<file path="src/rtl/i2c_target_rx.sv">
// Write-only I2C target receiver. It oversamples SCL and SDA, matches a 7-bit address,
// ACKs the address and every data byte, and emits each received byte as a one-cycle strobe.
module i2c_target_rx #(
    parameter logic [6:0] TARGET_ADDR = 7'h50
) (
    input  logic       clk,
    input  logic       reset,
    input  logic       i2c_scl,
    input  logic       i2c_sda_in,
    output logic       i2c_sda_oe,
    output logic [7:0] rx_data,
    output logic       rx_valid,
    output logic       start_det,
    output logic       stop_det,
    output logic       addr_match,
    output logic       busy
);

    typedef enum logic [2:0] {
        StIdle,
        StAddr,
        StAckAddr,
        StData,
        StAckData,
        StIgnore
    } state_e;

    state_e     state;
    logic [7:0] shift;
    logic [3:0] bit_cnt;

    logic scl_s1, scl_s2, scl_h;
    logic sda_s1, sda_s2, sda_h;

    // Sync flops reset to 1 so an idle bus produces no edges after reset.
    always_ff @(posedge clk or posedge reset) begin
        if (reset) begin
            scl_s1 <= 1'b1;
            scl_s2 <= 1'b1;
            scl_h  <= 1'b1;
            sda_s1 <= 1'b1;
            sda_s2 <= 1'b1;
            sda_h  <= 1'b1;
        end else begin
            scl_s1 <= i2c_scl;
            scl_s2 <= scl_s1;
            scl_h  <= scl_s2;
            sda_s1 <= i2c_sda_in;
            sda_s2 <= sda_s1;
            sda_h  <= sda_s2;
        end
    end

    logic scl_rise, scl_fall, start_ev, stop_ev;
    logic [7:0] shift_next;

    always_comb begin
        scl_rise   = scl_s2 & ~scl_h;
        scl_fall   = ~scl_s2 & scl_h;
        start_ev   = ~sda_s2 & sda_h & scl_s2 & scl_h;
        stop_ev    = sda_s2 & ~sda_h & scl_s2 & scl_h;
        shift_next = {shift[6:0], sda_s2};
    end

    assign busy = (state != StIdle);

    always_ff @(posedge clk or posedge reset) begin
        if (reset) begin
            state      <= StIdle;
            shift      <= 8'h00;
            bit_cnt    <= 4'd0;
            i2c_sda_oe <= 1'b0;
            rx_data    <= 8'h00;
            rx_valid   <= 1'b0;
            start_det  <= 1'b0;
            stop_det   <= 1'b0;
            addr_match <= 1'b0;
        end else begin
            rx_valid  <= 1'b0;
            start_det <= 1'b0;
            stop_det  <= 1'b0;
            if (start_ev) begin
                state      <= StAddr;
                bit_cnt    <= 4'd0;
                addr_match <= 1'b0;
                i2c_sda_oe <= 1'b0;
                start_det  <= 1'b1;
            end else if (stop_ev) begin
                state      <= StIdle;
                addr_match <= 1'b0;
                i2c_sda_oe <= 1'b0;
                stop_det   <= 1'b1;
            end else begin
                if (scl_rise && state != StIdle) begin
                    shift   <= shift_next;
                    bit_cnt <= bit_cnt + 4'd1;
                end
                case (state)
                    StAddr: begin
                        if (scl_rise && bit_cnt == 4'd7) begin
                            if (shift_next[7:1] == TARGET_ADDR && !shift_next[0]) begin
                                state <= StAckAddr;
                            end else begin
                                state <= StIgnore;
                            end
                        end
                    end
                    // The first SCL fall after bit 8 starts the ACK, the next one ends it.
                    StAckAddr, StAckData: begin
                        if (scl_fall) begin
                            if (!i2c_sda_oe) begin
                                i2c_sda_oe <= 1'b1;
                                addr_match <= 1'b1;
                            end else begin
                                i2c_sda_oe <= 1'b0;
                                bit_cnt    <= 4'd0;
                                state      <= StData;
                            end
                        end
                    end
                    StData: begin
                        if (scl_rise && bit_cnt == 4'd7) begin
                            rx_data  <= shift_next;
                            rx_valid <= 1'b1;
                            state    <= StAckData;
                        end
                    end
                    default: ;
                endcase
            end
        end
    end

endmodule

</file>
<file path="config.mk">
export PLATFORM = sky130hd
export DESIGN_NAME = i2c_target_rx
export DESIGN_NICKNAME = d
export VERILOG_FILES = /design/src/rtl/i2c_target_rx.sv
export SDC_FILE = /design/constraint.sdc
export NUM_CORES = 1
export LEC_CHECK = 0
export CAP_MARGIN = 15
export CORE_AREA = 2 2 58 60
export DETAILED_ROUTE_END_ITERATION = 16
export DIE_AREA = 0 0 60 62
export PLACE_DENSITY_LB_ADDON = 0.05
export SLEW_MARGIN = 20
export SYNTH_ARGS = -nofsm -noshare
export SYNTH_HDL_FRONTEND = slang
export SYNTH_SLANG_ARGS = --single-unit
</file>
<file path="constraint.sdc">
create_clock -name clk -period 1.62 [get_ports clk]
set_input_delay 0.243 -clock clk [delete_from_list [all_inputs] [get_ports clk]]
set_output_delay 0.243 -clock clk [all_outputs]
set_load 0.05 [all_outputs]
</file>
==> results.ini <==
[place]
finalWeightedCongestion=0.746
place_inst=200
dpl.hpwl_mm=1.85
portBuffers=17
placedInstanceArea_um2=1710

[drt]
ant_nets=0
drtIter0Drc=36
drc=0
wl_mm=2.70
num_vias=1016
drt_pass1_iterations=4
vias_per_cell=4.82
wl_per_cell_um=12.8

[layout]
syn_to_final_growth_pct=26.4
diodes=0
fillCellCount=274
finalInstanceArea_um2=1820
finalNonFillerCells=211
multi_input_area_um2=591
nets=169
register_area_um2=835
drive_above_1_share_pct=39.4

[logic_synthesis]
yosysMostFrequentCell=dfrtp_1
synth_xor_area_share_pct=1.83
synth-simple-area-share_pct=19.0
synth_compound_area_share_pct=9.30
syn_area_per_cell_um2=11.5
synth_top_family_by_area=simple AND/OR/NAND/NOR gates
synth_fa_ha_area_share_pct=0.870
synth-seq-cells=33
synth_area_um2=1440
ys_top_cells_by_area=dfrtp_1, dfstp_2, nand2_1, mux2_2, buf_6
synthMuxAreaShare_pct=7.65
ys_types=39
ys_warn_count=0
synthCells=125
synth-async-reset-ratio_pct=100
synth_area_leader_cell=dfrtp_1
synth_nets=130
synth_ff_type=dfrtp_1
ys_seq_area_share_pct=57.9
synth_top_area_share_pct=47.0
ys_top_cells_by_count=dfrtp_1, nand2_1, mux2_2, a21oi_1, dfstp_2
synth_edf_count=0

[setup_path]
rrSetupSlack_ns=0.06
crit_arrival_ns=1.35
critPathMaxFanout=5
worstSetupPathType=flip-flop to output port
cp.required_ns=1.38
crit_family=flip-flops
cpMaxStageDelayCell=dfrtp_1
crit_chain=or3_4 > buf_6
start_kind=flip-flop
worst-path-buf-inv=1
slowest_delay_ns=0.43
crit_path_end_kind=output port

[pwr]
p_leak_nw=0.920
power.density_nw_per_um2=1050
ir_worst_vdd_uv=520
total_power_mw=1.91

[global_routing]
grt_pass1_wl_mm=4.77
grt_pass1_vias=1002
grt_max_degree=34
track_usage_pct=18.0
overflow=0
grt_antenna_before_repair=0

[floorplan]
core_um2=3180
dieArea_um2=3720
pin_count=18
die_h_um=62
die_x_um=60
rows=21
start_util_pct=45.3

[flow_run]
cap_violations=0

[clock_tree]
cts_hold_buf=0
cts_root_buf=clkbuf_4
clock_latency_ns=0.33
cts_sinks=33
cts_tree=built
clockBufferDepth=2
cts_made_buffers=5
cts.clk_slew.worst_paths_ns=0.10
htreeDepth=2

[sta]
rsz0062_at_grt=true
skew_ns=0.00165
slew_viol_final=0
finalSetupTns_ns=0
period_share_pct=98.5
hold_violations=0
slew_headroom_pct=72.4
period_needed_ns=1.60
max_freq_mhz=626
worst_pin_slew_ns=0.414
setup_viol_count_final=0

[status]
status=finished clean

[hold_path]
min_path_type=primary input to async pin

layout by cell type, fill, tap and decap left out, types with 3 or more instances in the layout:
cell type        synthesis  final
buf_4                    0     31
nand2_1                 26     26
dfrtp_1                 27     26
mux2_2                   7      7
a21oi_1                  6      6
dfstp_2                  6      6
clkbuf_4                 0      5
nor2_1                   5      4
nand3_1                  3      3
nor3b_1                  3      3
inv_1                    3      3
clkdlybuf4s50_1          0      3
flip-flops by register name (all words and copies together), names as in the netlist, 3 cells and up:
signal   cells
rx_data      8
bit_cnt      4
state        3
shift        7
final cells by class:
class	instances	area share, %
Clock inverter	2	0.550
Inverter	3	0.619
Tap cell	46	3.16
Sequential cell	33	45.9
Timing Repair Buffer	35	15.1
Clock buffer	6	2.27
Multi-Input combinational cell	86	32.5
layer usage:
layer  part of all wire, %  vias to the layer above  track usage [%]
li1                      -                      511                -
met2                    48                       21             27.6
met4                  0.59                        0             6.67
met1                    47                      482             23.5
met5                     0                        -                0
met3                   4.7                        2             6.42
where the power goes:
| part | switching (mW) | internal (mW) |
|---|---|---|
| Sequential | 0.0866 | 0.941 |
| Combinational | 0.218 | 0.224 |
| Clock | 0.271 | 0.165 |
worst paths after layout:
path                       startpoint    endpoint  depth (start not counted)
hold reg to reg                sda_s1      sda_s2                          0
setup reg to reg           bit_cnt[1]  rx_data[7]                          5
max in group asynchronous       reset      sda_s1                          3
hold / removal                  reset   start_det                          3
setup / recovery             state[2]        busy                          2
min in group clk              i2c_scl      scl_s1                          1
logic make-up after synthesis:
group	after synthesis
simple gates	51
mux	10
compound gates	20
buf+inv	7
fa+ha+maj	1
flops	33
xor+xnor	3
what timing repair did:
| action | 4_1_cts | 5_1_grt |
|---|---|---|
| endpoints found under the setup margin | 9 | 13 |
| pin swaps | 1 | 3 |
| gates cloned | 1 | 0 |
| endpoints found under the hold margin | 0 | 0 |
| resized for setup | 4 | 6 |
| setup buffers | 1 | 1 |
worst reg2reg max path: cells and delay by family, from the launching register on:
kind                       cells  cell delay (ns)
adders and majority gates      1             0.18
DFF                            1             0.41
muxes                          1             0.34
and+or+nand+nor                3             0.53
per-stage QoR:
stage                     hold slack (ns)  util [%]  setup WS [ns]
after floorplan                     0.247         -         0.0442
after global placement              0.346      53.9       -0.00261
after detailed placement            0.348      53.9        -0.0243
after CTS                           0.290      56.5      -0.000663
after global routing                0.274      57.2        -0.0354
final                               0.287      57.2         0.0237
Note: power is estimated with default switching activity, not from simulation.
